**src/rtl/ipsxe_floating_point_normalize_16bit_v1_0_pkg.sv**
```systemverilog
// rtl/ipsxe_floating_point_normalize_16bit_v1_0_pkg.sv - shared floating-point constants and helpers
package ipsxe_floating_point_normalize_16bit_v1_0_pkg;

  // Datapath widths shared with the add/sub path
  localparam int MANT_W  = 16;
  localparam int IDX_W   = 4;
  localparam int SHIFT_W = 4;

  // Bit position of the mantissa MSB, expressed at shift width
  localparam logic [SHIFT_W-1:0] MSB_POS = SHIFT_W'(MANT_W - 1);

  // Outcome of normalizing one operand
  typedef enum logic [1:0] {
    NORM_ZERO   = 2'd0,
    NORM_NORMAL = 2'd1,
    NORM_DENORM = 2'd2
  } norm_class_e;

  // Left shift that moves the leading one at position idx up to the MSB
  function automatic logic [SHIFT_W-1:0] shift_for_idx(input logic [IDX_W-1:0] idx);
    return MSB_POS - SHIFT_W'(idx);
  endfunction

endpackage

```
**src/rtl/ipsxe_floating_point_find_one_16bit_v1_0.sv**
```systemverilog
// rtl/ipsxe_floating_point_find_one_16bit_v1_0.sv - leftmost-one detector for a 16-bit mantissa
module ipsxe_floating_point_find_one_16bit_v1_0
  import ipsxe_floating_point_normalize_16bit_v1_0_pkg::*;
(
  input  logic [MANT_W-1:0] data,
  output logic [IDX_W-1:0]  idx,
  output logic              found
);

  // Scan upward so the highest set bit wins; idx is 0 when data is all zero
  always_comb begin
    idx   = '0;
    found = 1'b0;
    for (int b = 0; b < MANT_W; b++) begin
      if (data[b]) begin
        idx   = IDX_W'(b);
        found = 1'b1;
      end
    end
  end

endmodule

```
**src/rtl/ipsxe_floating_point_normalize_16bit_v1_0.sv**
```systemverilog
// rtl/ipsxe_floating_point_normalize_16bit_v1_0.sv - two-stage mantissa normalizer with valid/ready flow control
module ipsxe_floating_point_normalize_16bit_v1_0
  import ipsxe_floating_point_normalize_16bit_v1_0_pkg::*;
#(
  parameter int EXP_WIDTH = 8
) (
  input  logic                 i_clk,
  input  logic                 i_rst_n,
  input  logic                 i_valid,
  output logic                 o_ready,
  input  logic [MANT_W-1:0]    i_mant,
  input  logic [EXP_WIDTH-1:0] i_exp,
  input  logic                 i_sign,
  output logic                 o_valid,
  input  logic                 i_ready,
  output logic [MANT_W-1:0]    o_mant,
  output logic [EXP_WIDTH-1:0] o_exp,
  output logic                 o_sign,
  output logic                 o_zero,
  output logic                 o_uflow
);

  // Exponent and shift are compared at a common width so neither side truncates
  localparam int CMP_W = (EXP_WIDTH > SHIFT_W) ? EXP_WIDTH : SHIFT_W;

  // Stage 1 state: operands plus leading-one position
  logic                 s1_valid;
  logic [MANT_W-1:0]    s1_mant;
  logic [EXP_WIDTH-1:0] s1_exp;
  logic                 s1_sign;
  logic                 s1_zero;
  logic [IDX_W-1:0]     s1_idx;
  logic [SHIFT_W-1:0]   s1_shift;

  // Stage 2 state: normalized result
  logic                 s2_valid;
  logic [MANT_W-1:0]    s2_mant;
  logic [EXP_WIDTH-1:0] s2_exp;
  logic                 s2_sign;
  logic                 s2_zero;
  logic                 s2_uflow;

  // Flow control
  logic s1_load;
  logic s2_load;

  // Leading-one detector on the incoming operand
  logic [IDX_W-1:0] fo_idx;
  logic             fo_found;

  ipsxe_floating_point_find_one_16bit_v1_0 u_find_one (
    .data  (i_mant),
    .idx   (fo_idx),
    .found (fo_found)
  );

  // A stage may take new data when it is empty or its contents are moving on
  assign s2_load = !s2_valid || i_ready;
  assign s1_load = !s1_valid || s2_load;
  assign o_ready = i_rst_n && s1_load;

  // Stage 1 register: capture operand, leading-one index and required shift
  always_ff @(posedge i_clk) begin
    if (!i_rst_n) begin
      s1_valid <= 1'b0;
      s1_mant  <= '0;
      s1_exp   <= '0;
      s1_sign  <= 1'b0;
      s1_zero  <= 1'b0;
      s1_idx   <= '0;
      s1_shift <= '0;
    end else if (s1_load) begin
      s1_valid <= i_valid;
      if (i_valid) begin
        s1_mant  <= i_mant;
        s1_exp   <= i_exp;
        s1_sign  <= i_sign;
        s1_zero  <= !fo_found;
        s1_idx   <= fo_idx;
        s1_shift <= shift_for_idx(fo_idx);
      end
    end
  end

  // Stage 2 combinational normalization
  logic [CMP_W-1:0]     exp_ext;
  logic [CMP_W-1:0]     shift_ext;
  norm_class_e          n_class;
  logic [SHIFT_W-1:0]   n_lshift;
  logic [MANT_W-1:0]    n_mant;
  logic [EXP_WIDTH-1:0] n_exp;

  assign exp_ext   = CMP_W'(s1_exp);
  assign shift_ext = CMP_W'(s1_shift);

  // Classify the operand, then pick the shift and exponent for that class
  always_comb begin
    n_class  = NORM_ZERO;
    n_lshift = '0;
    n_exp    = '0;
    n_mant   = '0;
    if (s1_zero) begin
      n_class = NORM_ZERO;
    end else if (exp_ext > shift_ext) begin
      n_class  = NORM_NORMAL;
      n_lshift = s1_shift;
      n_exp    = EXP_WIDTH'(exp_ext - shift_ext);
    end else begin
      // Exponent would reach zero or below: shift only until it bottoms out at 1,
      // then report a denormal with exponent field 0
      n_class  = NORM_DENORM;
      n_lshift = (exp_ext == '0) ? '0 : SHIFT_W'(exp_ext - CMP_W'(1));
    end
    if (n_class != NORM_ZERO) begin
      n_mant = s1_mant << n_lshift;
    end
  end

  // Stage 2 register: hold the normalized result until downstream takes it
  always_ff @(posedge i_clk) begin
    if (!i_rst_n) begin
      s2_valid <= 1'b0;
      s2_mant  <= '0;
      s2_exp   <= '0;
      s2_sign  <= 1'b0;
      s2_zero  <= 1'b0;
      s2_uflow <= 1'b0;
    end else if (s2_load) begin
      s2_valid <= s1_valid;
      if (s1_valid) begin
        s2_mant  <= n_mant;
        s2_exp   <= n_exp;
        s2_sign  <= s1_sign;
        s2_zero  <= (n_class == NORM_ZERO);
        s2_uflow <= (n_class == NORM_DENORM);
      end
    end
  end

  assign o_valid = s2_valid;
  assign o_mant  = s2_mant;
  assign o_exp   = s2_exp;
  assign o_sign  = s2_sign;
  assign o_zero  = s2_zero;
  assign o_uflow = s2_uflow;

endmodule

```
**config.mk**
```make
export PLATFORM = sky130hd
export DESIGN_NAME = ipsxe_floating_point_normalize_16bit_v1_0
export DESIGN_NICKNAME = d
export VERILOG_FILES = /design/src/rtl/ipsxe_floating_point_normalize_16bit_v1_0_pkg.sv /design/src/rtl/ipsxe_floating_point_find_one_16bit_v1_0.sv /design/src/rtl/ipsxe_floating_point_normalize_16bit_v1_0.sv
export SDC_FILE = /design/constraint.sdc
export NUM_CORES = 1
export LEC_CHECK = 0
export BUFFER_PORTS_ARGS = -buffer_cell sky130_fd_sc_hd__buf_2
export CORE_AREA = 2 2 75 77
export CTS_BUF_LIST = sky130_fd_sc_hd__clkbuf_2
export DETAILED_ROUTE_END_ITERATION = 8
export DIE_AREA = 0 0 77 79
export PLACE_DENSITY = 0.87
export SYNTH_ARGS = -nofsm -noshare
export SYNTH_HDL_FRONTEND = slang
export SYNTH_SLANG_ARGS = --single-unit
```
**constraint.sdc**
```tcl
create_clock -name i_clk -period 7.1 [get_ports i_clk]
set_input_delay 0.355 -clock i_clk [delete_from_list [all_inputs] [get_ports i_clk]]
set_output_delay 0.355 -clock i_clk [all_outputs]
set_load 0.005 [all_outputs]
```
# After elaboration in Yosys (flattened, before gate mapping)
# Cells that the tools add are included.
# op_classes
n_addsub	3
magnitude_cmp	1
n_eq_ne	1
n_shift	1
mux	39
n_reduce_logical	11
# op_table
op	n
$mux W4	11
$mux W1	17
$mux W16	1
$mux W8	2
$shl A16 B4 Y16	1
$mux W3	4
$gt A8 B4 Y1	1
$logic_not A8 Y1	1
$mux W2	4
$sub A8 B4 Y8	1
$reduce_and A2 Y1	2
$sub A4 B1 Y4 const B	1
$sub A4 B4 Y4 const A	1
$logic_not A1 Y1	3
$eq A2 B2 Y1 const B	1
$logic_not A2 Y1	1
$logic_or A1 B1 Y1	2
$reduce_bool A2 Y1	1
$logic_and A1 B1 Y1	1
# totals
ff_bits	59
input_bits	29
out_inout_bits	29
elab_cells	68

# Logic depth before layout (Yosys ltp)
# Gate-level depths: netlist of run 1.
# logic_depth
ltp_word	17
mapped_depth	14
mapped_depth_nobuf	12

# By module
# A second synthesis of run 1 with hierarchy kept.
# unflattened
hier_cells	386
area_unflattened_um2	3298.2
# by_module_without_submodules
module	instances	cells_per_inst	area_per_inst_um2	seq_area_each_um2
ipsxe_floating_point_normalize_16bit_v1_0	1	357	3136.8	1181.1
ipsxe_floating_point_find_one_16bit_v1_0	1	29	161.4	0.0

# Worst setup path after synthesis of run 1
# OpenSTA, ideal clock, no wires.
# synth_timing
kind	register to register
from	register s1_exp[0] (netlist: exp_ext[0])
to	register s2_mant[11] (netlist: o_mant[11])
setup_ns	0.095
arrival_time_ns	2.851
required_ns	7.005
slack_ns	4.154
path_stages_with_launch	14
path_buffers	1
synth_period_minus_slack_ns	2.946
cell_sequence	dfxtp_1 > inv_1 > ha_1 > inv_1 > fa_1 > nand3_1 > a21oi_1 > or4_4 > a21o_1 > buf_6 > mux2i_1 > mux2_2 > o21a_1 > a221oi_1
# synth_via
elab_chain_len	6
word_cells_on_any_way	11
classes_between	add/sub: 1; order compare: 1; shift: 1; mux: 6; reduce/logical: 2
# synth_lines
item	line	source
start: declaration	ipsxe_floating_point_normalize_16bit_v1_0.sv:29	logic [EXP_WIDTH-1:0] s1_exp;
start signal: assignment	ipsxe_floating_point_normalize_16bit_v1_0.sv:76	s1_exp <= i_exp;
$sub A4 B1 Y4 / $logic_not A8 Y1 (equally long branches)	ipsxe_floating_point_normalize_16bit_v1_0.sv:112	n_lshift = (exp_ext == '0) ? '0 : SHIFT_W'(exp_ext - CMP_W'(1));
$mux W4	ipsxe_floating_point_normalize_16bit_v1_0.sv:112	
$mux W4	ipsxe_floating_point_normalize_16bit_v1_0.sv:104	end else if (exp_ext > shift_ext) begin
$mux W4	ipsxe_floating_point_normalize_16bit_v1_0.sv:102	if (s1_zero) begin
$shl A16 B4 Y16	ipsxe_floating_point_normalize_16bit_v1_0.sv:115	n_mant = s1_mant << n_lshift;
$mux W16 (*)	ipsxe_floating_point_normalize_16bit_v1_0.sv:114	if (n_class != NORM_ZERO) begin
end signal: assignment	ipsxe_floating_point_normalize_16bit_v1_0.sv:131	s2_mant <= n_mant;
end: declaration	ipsxe_floating_point_normalize_16bit_v1_0.sv:37	logic [MANT_W-1:0] s2_mant;
# Mark *: on every way between the ends. The rest lies on a longest branch, timed or not.
# A chain may end at the register's enable or synchronous reset.

# Final worst setup path of run 1
# layout_timing
from	register s1_exp[0] (netlist: exp_ext[0])
to	register s2_mant[13] (netlist: o_mant[13])
# The elaborated chain is that of the path after synthesis.

==> key figures, run 1 <==
Outcome
  • Run status: completed

Clock network
  • Clk buf depth: 2
  • Count of hold buffers inserted by post-cts repair: 0
  • Reg clk slew, reported paths: around 0.15 ns
  • H-tree Lvls: 3
  • Skew-Pair Late Insertion Delay: 0.51 ns
  • Root Buffer: clkbuf_2
  • Clk sinks: 59
  • CTS resizes: 0
  • CTS tree: done
  • # Post-CTS Setup Buffers: 0
  • CTS buffer count: 9

Floorplanning
  • Initial Util: between 50% and 60%
  • Row cnt: 27
  • Full die area: ~0.0061 mm2
  • # IOs: 58
  • Die W: slightly below 80 um
  • Die Y-Extent: between 70 and 80 um
  • CORE AREA: approximately 0.0053 mm2

Placed design
  • Buffers on Ports: 57
  • Dpl cells: 520
  • RePlAce Congestion: between 0.9 and 1
  • Dpl hpwl: roughly 5800 um

Timing
  • Rel. slew slack: ~28%
  • Fin crit share: roughly 48%
  • Worst Tran Pin Value: 1.07 ns
  • Slew Viols, Final: 0
  • Final min period: 3.43 ns
  • Setup violations, final: 0
  • Setup TNS: 0 ns
  • Max Clock Skew: between 0.015 and 0.02 ns
  • RSZ-0062 raised after global routing: false
  • Worst hold slack: 0.0562 ns
  • Achievable clock frequency: slightly below 300 MHz
  • Final hold viol count: 0

Synthesis
  • Seq/Total Area, Yosys: 37.3%
  • Post-synthesis mux area share: around 7%
  • Synth Area in Adders: 2.61%
  • Synth Area in Compound Gates: a little under a quarter
  • Synthesized flop and latch total: 59
  • Main combinational cell family by area after synthesis: compound AO/OA/AOI/OAI gates
  • Synth Area in Simple Gates: around 23%
  • Syn Nets: 447
  • Number of flops mapped to enable cells by yosys: 0
  • YS warnings: 0
  • XOR/XNOR share of the synthesized area: 1.66%
  • Count of cell types in the netlist: between 50 and 60
  • Ys async rst share: 0%
  • Mapped Area: about 0.0032 mm2
  • Synth Instances: 412
  • Primary FF master, synth: dfxtp_1
  • Average size of a mapped cell: around 7.7 um2

Detailed routing
  • Final wirelength: a little over 8000 um
  • Vias per cell: between 5 and 6
  • Via count: between 3000 and 4000
  • Drt initial violations: 229
  • Routed WL per cell: approximately 15 um
  • DRC Markers: 0
  • Drt first pass iters: 5
  • Final ANT Viol Nets: 0

Finish
  • Commonest non-fill, non-tap cell in the layout: nand2_1
  • Share of cells above drive strength 1: 17.5%
  • Fillers: 515
  • Final std cells w/o fill: between 500 and 600
  • Nets@finish: slightly below 500
  • Area grow syn2layout: 11.5%
  • Antenna Cells: 0
  • Flip-flop and latch area: around 0.0012 mm2
  • Commonest non-fill, non-tap cells in the layout: 92 x nand2_1, 59 x dfxtp_1, 57 x buf_2
  • Area of the multi-input gates: about 0.0018 mm2

Critical path
  • Element type at the critical path start: flop
  • Crit path cell chain: inv_1 > ha_1 > inv_1 > fa_1 > nand3_1 > a21oi_1 > or4_4 > a21o_1 > mux2i_1 > a22oi_1 > a222oi_1 > o22ai_1
  • Worst EP arrival: around 3.8 ns
  • CP top delay family: compound AO/OA/AOI/OAI gates
  • CP max stage delay: approximately 0.57 ns
  • Crit-path most repeated cell: inv_1
  • Crit path required time: roughly 7.5 ns
  • Crit Path Max Fanout: 16
  • R2R Path Start: exp_ext[0]
  • CP Capture Type: flop
  • Buf/Inv on CP: 2
  • Critical path origin: exp_ext[0]
  • CP max-delay cell: or4_4
  • Reg2Reg Setup Slack: 3.67 ns
  • Worst Path Class, Setup: flop to flop

Worst hold path
  • Worst hold path class: input port to flop
  • Worst hold start: i_exp[7]

Power
  • VDD IR-drop max: around 0.13 mV
  • Pwr/cell area: about 200 mW/mm2
  • Pleak: 0.00149 uW
  • Design Power: 723 uW

Global routing
  • Global-route wire length before repair: between 10000 and 15000 um
  • Vias in the first global route: roughly 2800
  • Largest net degree at the start of global routing: between 50 and 60
  • Initial antenna violation count: 0
  • Global route total overflow: 0
  • GR Util All Layers: between 20% and 30%

Flow run
  • Max cap viols: 0
-- registers in the layout (all words and copies together), names as in the netlist --
signal,cells
s1_shift,4
exp_ext,8
s1_mant,16
s1_valid,1
o_valid,1
o_zero,1
o_uflow,1
o_sign,1
s1_zero,1
o_exp,8
s1_sign,1
o_mant,16
-- final timing paths --
path / end / cells past startpoint
max: o_mant[13] / 12
min: exp_ext[7] / 3
max reg2reg: o_mant[13] / 12
min reg2reg: o_mant[4] / 2
-- metrics by stage --
stage	util [%]	area, um2	setup WS [ns]
floorplan	-	3170	4.15
global placement	64.8	3460	3.78
detailed placement	64.8	3460	3.70
CTS	66.2	3530	3.68
global route	66.2	3530	3.41
finish	66.2	3530	3.67
-- area by class of cell --
class	instances	area share, %
clock inverters	4	0.531
well taps	72	2.55
repair buffers	60	8.71
inverters	13	1.38
clock buffers	11	1.56
flip-flops and latches	59	33.4
multi-input cells	316	51.8
-- Yosys cell counts, drive strengths merged, types with 7 or more instances --
library cell / instances / share of area, %
a21oi: 58 / 9.6
inv: 13 / 1.5
nor2: 31 / 3.7
clkbuf: 17 / 2.0
dfxtp: 59 / 37
buf: 7 / 1.3
nand2: 92 / 11
mux2i: 19 / 6.1
o21ai: 7 / 1.1
nand3: 8 / 1.3
a22oi: 17 / 4.0
nor3: 11 / 1.7
-- logic make-up (layout without fill, tap and decap cells) --
| group | Yosys count | count (layout) |
|---|---|---|
| AO/OA/AOI/OAI | 117 | 117 |
| XOR/XNOR | 6 | 6 |
| adder cells (fa/ha/maj) | 6 | 6 |
| buffers and inverters | 37 | 88 |
| flip-flops | 59 | 59 |
| multiplexers | 21 | 21 |
| AND/OR/NAND/NOR | 166 | 166 |
-- power breakdown --
group          internal (uW)  total, uW  switching [uW]  leakage, uW
clock network           44.3        163             119    0.0000590
logic                   76.0        196             120     0.000950
registers                349        364            14.5     0.000482
-- metal layers --
layer	routed length [um]	up-vias	track usage, %
li1	-	1555	-
met1	3840	1449	37.1
met2	3630	107	43.9
met3	412	19	4.89
met4	201	0	13.2
met5	0	-	0
-- worst min-delay path, cell delays in order --
cell and delay, ns:
buf_2 0.10, nand2_1 0.04, a21oi_1 0.05
Note: power is estimated with default switching activity, not from simulation.
==> inputs of run 2 (changes only) <==
- ABC_AREA: not set -> 1
- CORE_AREA: 2 2 75 77 -> 2 2 79 81
- DIE_AREA: 0 0 77 79 -> 0 0 81 83
- PLACE_DENSITY: 0.87 -> 0.83
- clock period: 7.1 -> 3.45 ns (I/O delays scaled with it)
==> key figures, run 2 <==
Worst hold path
  • Worst hold path class: input port to flop

Synthesis
  • Primary FF master, synth: dfxtp_1
  • Count of cell types in the netlist: 39 (-24%)
  • Top cell types by occurrence after synthesis: 115 x nand2_1, 65 x nand3_1, 59 x dfxtp_1
  • Syn Nets: 532 (+19%)
  • Number of flops mapped to enable cells by yosys: 0 (unchanged)
  • Synth area leaders: dfxtp_1 35%, nand2_1 13%, nand3_1 9.8%
  • Main combinational cell family by area after synthesis: simple AND/OR/NAND/NOR gates
  • XOR/XNOR share of the synthesized area: 0.526% (-1.1 points)
  • Synthesized flop and latch total: 59 (unchanged)
  • Yosys top cell by area: dfxtp_1
  • Average size of a mapped cell: 6.70 um2 (-13%)
  • Cell with the most instances after synthesis: nand2_1
  • Ys async rst share: 0% (unchanged)
  • Mapped Area: 0.00333 mm2 (+5.2%)
  • Synth Area in Adders: 2.48% (-0.13 points)
  • YS warnings: 0 (unchanged)
  • Synth Area in Compound Gates: 15.7% (-8.2 points)
  • Seq/Total Area, Yosys: 35.4% (-1.8 points)
  • Synth Instances: 497 (+21%)
  • Synth Area in Simple Gates: 35.8% (+13 points)
  • Share of the synthesized area in the top cell type: 35.4% (-1.8 points)
  • Post-synthesis mux area share: 0% (-6.8 points)

Detailed routing
  • Final wirelength: 8860 um (+9.7%)
  • Vias per cell: 5.55 (-5.1%)
  • Drt first pass iters: 5 (unchanged)
  • DRC Markers: 0 (unchanged)
  • Routed WL per cell: 13.6 um (-10%)
  • Drt initial violations: 251 (+9.6%)
  • Final ANT Viol Nets: 0 (unchanged)
  • Via count: 3620 (+16%)

Critical path
  • CP Capture Type: flop
  • Worst Setup EP: o_mant[10]
  • Crit Path Max Fanout: 21 (+5)
  • Reg2Reg Setup Slack: 0.71 ns (-2.97 ns)
  • Element type at the critical path start: flop
  • Reg2reg end: o_mant[10]
  • Critical path origin: exp_ext[0]
  • Crit path required time: 3.86 ns (-3.63 ns)
  • R2R Path Start: exp_ext[0]
  • R2R cell count: 17 (+5)
  • Worst EP arrival: 3.15 ns (-0.67 ns)
  • Worst Path Class, Setup: flop to flop

Clock network
  • Count of hold buffers inserted by post-cts repair: 28 (+28)
  • Clk sinks: 59 (unchanged)
  • CTS resizes: 0 (unchanged)
  • Skew-Pair Late Insertion Delay: 0.54 ns (+0.03 ns)
  • # Post-CTS Setup Buffers: 0 (unchanged)
  • CTS tree: done
  • H-tree Lvls: 3 (unchanged)
  • Clk buf depth: 2 (unchanged)
  • Root Buffer: clkbuf_2
  • CTS buffer count: 9 (unchanged)
  • Reg clk slew, reported paths: 0.20 ns (+0.05 ns)

Timing
  • Worst Slack Setup Final: 0.706 ns (-2.97 ns)
  • Achievable clock frequency: 364 MHz (+25%)
  • Setup TNS: 0 ns (unchanged)
  • Worst Tran Pin Value: 1.02 ns (-0.0523 ns)
  • RSZ-0062 raised after global routing: false
  • Slew Viols, Final: 0 (unchanged)
  • Max Clock Skew: 0.0278 ns (+0.0110 ns)
  • Rel. slew slack: 31.9% (+3.6 points)
  • Fin crit share: 79.5% (+31 points)
  • Final min period: 2.74 ns (-0.684 ns)
  • Setup violations, final: 0 (unchanged)
  • Final hold viol count: 0 (unchanged)

Global routing
  • Initial antenna violation count: 0 (unchanged)
  • GR Util All Layers: 27.3% (-0.46 points)
  • Global route total overflow: 0 (unchanged)
  • Global-route wire length before repair: 14600 um (+9.5%)
  • Largest net degree at the start of global routing: 36 (-39%)
  • Vias in the first global route: 3317 (+19%)

Floorplanning
  • CORE AREA: 0.00582 mm2 (+9.0%)
  • Die W: 81 um (+5.2%)
  • # IOs: 58 (unchanged)
  • Initial Util: 57.3% (-2.1 points)
  • Row cnt: 28 (+3.7%)
  • Full die area: 0.00672 mm2 (+11%)
  • Die Y-Extent: 83 um (+5.1%)

Power
  • VDD IR-drop max: 0.368 mV (+190%)
  • Pleak: 0.00192 uW (+28%)
  • Pwr/cell area: 443 mW/mm2 (+120%)

Finish
  • Fillers: 505 (-1.9%)
  • Flip-flop and latch area: 0.00118 mm2 (unchanged)
  • Area grow syn2layout: 20.3%
  • Commonest non-fill, non-tap cell in the layout: nand2_1
  • Area of the multi-input gates: 0.00182 mm2 (-0.89%)
  • Share of cells above drive strength 1: 18.7% (+1.2 points)
  • Antenna Cells: 0 (unchanged)
  • Final std cells w/o fill: 652 (+22%)
  • Commonest non-fill, non-tap cells in the layout: 115 x nand2_1, 65 x nand3_1, 59 x dfxtp_1
  • Nets@finish: 607 (+23%)

Placed design
  • Dpl hpwl: 6120 um (+4.7%)
  • Pre-CTS setup slack: 0.774 ns (-2.93 ns)
  • RePlAce Congestion: 0.939 (-2.2%)
  • Buffers on Ports: 57 (unchanged)
  • Dpl cells: 608 (+17%)

Outcome
  • Run status: completed

Flow run
  • Max cap viols: 0 (unchanged)
[run 2: kinds of logic (layout without fill, tap and decap cells)]
kind of cell | count (synthesis) | after routing
AOI/OAI and AO/OA | 96 | 96
buffers and inverters | 78 | 158
xor gates and xnor gates | 2 | 2
DFF | 59 | 59
adders and majority gates | 6 | 6
and+or+nand+nor | 256 | 256
[run 2: power breakdown]
part	internal [uW]	switching, uW
Sequential	731	30.0
Clock	171	298
Combinational	199	345
[run 2: layer usage]
metal / vias up / GRT usage [%] / share of wire (%) / wire [um]
met5: - / 0 / 0 / 0
met4: 0 / 11.4 / 3.0 / 270
met3: 30 / 6.20 / 6.2 / 553
met2: 153 / 44.6 / 47 / 4210
met1: 1629 / 34.1 / 43 / 3830
li1: 1808 / - / - / -
[run 2: cell type report]
class	instances	area share (%)
timing repair buffer	89	14.9
clock inverter	7	1.90
tap	75	2.34
inverter	53	5.02
multi-input combinational	360	45.3
clock buffer	9	1.12
sequential	59	29.5
[run 2: worst min-delay path by stage]
stage          cells past startpoint  startpoint    endpoint  slack (ns)
4_1_cts                            3     i_rst_n  o_mant[13]        0.07
3_5_place_dp                       3   i_mant[9]  s1_mant[9]        0.44
2_1_floorplan                      2   i_mant[9]  s1_mant[9]        0.30
5_1_grt                            3     i_rst_n  o_mant[12]        0.09
6_report                           3     i_rst_n  o_mant[13]        0.09
3_3_place_gp                       3   i_mant[9]  s1_mant[9]        0.43
[run 2: stage by stage]
| step | total power (uW) | util (%) | area (um2) | hold WS, ns |
|---|---|---|---|---|
| finish | 1780 | 68.9 | 4010 | 0.0866 |
| global route | 1880 | 68.9 | 4010 | 0.0852 |
| detailed placement | 1280 | 62.0 | 3610 | 0.439 |
| CTS | 1760 | 68.9 | 4010 | 0.0741 |
| global placement | 1270 | 62.0 | 3610 | 0.430 |
| floorplan | 1170 | - | 3330 | 0.300 |
[run 2: critical path, cell delays in order (launching register included)]
cell,delay (ns)
dfxtp_1,0.36
inv_1,0.11
ha_1,0.18
inv_1,0.06
fa_1,0.37
nand2_1,0.10
nand2_1,0.07
nand2_2,0.09
nand2_2,0.08
nand2_4,0.13
nand2_1,0.07
o211ai_1,0.09
buf_4,0.28
inv_1,0.23
nand3_1,0.14
nand3_1,0.10
nand2_1,0.10
a21oi_1,0.06
==> inputs of run 3 (changes only) <==
- CORE_AREA: 2 2 79 81 -> 2 2 84 86
- DIE_AREA: 0 0 81 83 -> 0 0 86 88
- PLACE_DENSITY: 0.83 -> 0.78
- clock period: 3.45 -> 2.5 ns (I/O delays scaled with it)
==> key figures, run 3 (synthesized netlist as in run 2, its figures left out) <==
Global routing
  • Initial antenna violation count: 0 (unchanged)
  • Global-route wire length before repair: 14900 um (+2.2%)
  • Vias in the first global route: 3241 (-2.3%)
  • GR Util All Layers: 25.0% (-2.3 points)
  • Largest net degree at the start of global routing: 31 (-14%)
  • Global route total overflow: 0 (unchanged)

Critical path
  • R2R cell count: 18 (+1)
  • CP Capture Type: flop
  • Worst EP arrival: 2.97 ns (-0.18 ns)
  • Worst Setup EP: o_mant[12]
  • Crit path required time: 2.98 ns (-0.88 ns)
  • CP max stage delay: 0.36 ns (about the same)
  • CP max-delay cell: dfxtp_2
  • Reg2reg end: o_mant[12]
  • Crit path cell chain: inv_2 > ha_4 > inv_2 > fa_2 > nand2_2 > nand2_2 > nand2_2 > nand2_4 > nand3_4 > clkbuf_16 > nand4_1 > nand3_1 > nand2_1 > nand2_1 > nand3_1 > nand3_1 > nand2_1 > inv_1
  • Reg2Reg Setup Slack: 0.01 ns (-0.70 ns)
  • Worst Path Class, Setup: flop to flop
  • Critical path origin: exp_ext[0]
  • R2R Path Start: exp_ext[0]
  • Crit Path Max Fanout: 6 (-71%)
  • Element type at the critical path start: flop

Power
  • VDD IR-drop max: 0.365 mV (-0.76%)
  • Pleak: 0.00204 uW (+6.3%)
  • Design Power: 2610 uW (+47%)
  • Pwr/cell area: 604 mW/mm2 (+36%)

Timing
  • Rel. slew slack: 35.6% (+3.7 points)
  • Worst Slack Setup Final: 0.0103 ns (-0.696 ns)
  • Fin crit share: 99.6% (+20 points)
  • Worst Tran Pin Value: 0.965 ns (-0.0553 ns)
  • RSZ-0062 raised after global routing: true
  • Max Clock Skew: 0.0267 ns (-0.00108 ns)
  • Setup violations, final: 0 (unchanged)
  • Achievable clock frequency: 402 MHz (+10%)
  • Final min period: 2.49 ns (-0.254 ns)
  • Final hold viol count: 0 (unchanged)
  • Slew Viols, Final: 0 (unchanged)
  • Setup TNS: 0 ns (unchanged)

Clock network
  • Root Buffer: clkbuf_2
  • CTS tree: done
  • Clk buf depth: 2 (unchanged)
  • Skew-Pair Late Insertion Delay: 0.53 ns (about the same)
  • Clk sinks: 59 (unchanged)
  • CTS buffer count: 9 (unchanged)
  • Reg clk slew, reported paths: 0.18 ns (-0.02 ns)
  • H-tree Lvls: 3 (unchanged)

Floorplanning
  • Die W: 86 um (+6.2%)
  • # IOs: 58 (unchanged)
  • Initial Util: 50.2% (-7.1 points)
  • Full die area: 0.00757 mm2 (+13%)
  • CORE AREA: 0.00664 mm2 (+14%)
  • Die Y-Extent: 88 um (+6.0%)
  • Row cnt: 30 (+7.1%)

Detailed routing
  • Final wirelength: 10200 um (+15%)
  • Via count: 3791 (+4.7%)
  • Routed WL per cell: 15.1 um (+11%)
  • Drt first pass iters: 5 (unchanged)
  • Drt initial violations: 326 (+30%)
  • DRC Markers: 0 (unchanged)
  • Vias per cell: 5.62 (+1.2%)
  • Final ANT Viol Nets: 0 (unchanged)

Flow run
  • Max cap viols: 0 (unchanged)

Worst hold path
  • Worst hold path class: input port to flop

Finish
  • Share of cells above drive strength 1: 23.9% (+5.1 points)
  • Antenna Cells: 0 (unchanged)
  • Area grow syn2layout: 29.7%
  • Commonest non-fill, non-tap cell in the layout: nand2_1
  • Commonest non-fill, non-tap cells in the layout: 109 x nand2_1, 63 x nand3_1, 57 x buf_2
  • Nets@finish: 625 (+3.0%)

Outcome
  • Run status: completed

Placed design
  • Dpl hpwl: 6470 um (+5.6%)
  • Buffers on Ports: 57 (unchanged)
  • RePlAce Congestion: 0.956 (+1.8%)
  • Pre-CTS setup slack: 0.00125 ns (-0.773 ns)
==> run 3: worst min path at each step <==
stage                          from         end  slack, ns  cells after the start
after floorplan           i_mant[9]  s1_mant[9]       0.25                      2
after CTS                   i_rst_n  o_mant[13]       0.05                      4
after global placement     i_exp[3]  exp_ext[3]       0.38                      3
after detailed placement   i_exp[3]  exp_ext[3]       0.40                      3
final                       i_rst_n  o_mant[13]       0.08                      4
after global routing        i_rst_n  o_mant[13]       0.07                      4
==> run 3: cell type report <==
type | instances | area [um2]
clock buffer | 9 | 45.0
timing repair buffer | 103 | 759
fill | 565 | 2320
sequential | 59 | 1190
inverter | 53 | 204
tap | 80 | 100
multi-input combinational | 364 | 1950
clock inverter | 7 | 76.3
==> run 3: through the flow <==
stage	cells	util [%]	area, um2	hold WS (ns)
after floorplan	497	-	3330	0.253
after global placement	619	55.1	3660	0.382
after detailed placement	619	55.1	3660	0.400
after CTS	667	61.7	4100	0.0529
after global routing	675	65.1	4320	0.0666
final	675	65.1	4320	0.0825
==> run 3: report_power, final <==
group / switching [uW] / internal (uW)
registers: 43.4 / 1010
clock network: 414 / 237
logic: 556 / 354
total: 1010 / 1600
==> run 3: critical path, delay by kind of cell, from the launching register on <==
kind / cells / cell delay, ns
AND/OR/NAND/NOR: 12 / 1.25
adder cells (fa/ha/maj): 2 / 0.50
flip-flops: 1 / 0.36
buffers and inverters: 4 / 0.34
==> run 3: metal layers <==
| layer | global-route usage, % | up-vias | share of wire [%] |
|---|---|---|---|
| li1 | - | 1845 | - |
| met1 | 31.4 | 1724 | 40 |
| met2 | 41.6 | 186 | 49 |
| met3 | 6.31 | 36 | 7.8 |
| met4 | 9.38 | 0 | 3.0 |
| met5 | 0 | - | 0 |
==> run 3: repair_timing <==
item / 4_1_cts / 5_1_grt
hold buffers: 30 / 0
buffers inserted: 2 / 2
gates cloned: 0 / 6
pin swaps: 1 / 15
hold endpoints to repair: 31 / 0
setup endpoints to repair: 3 / 15
gates resized for setup: 1 / 32
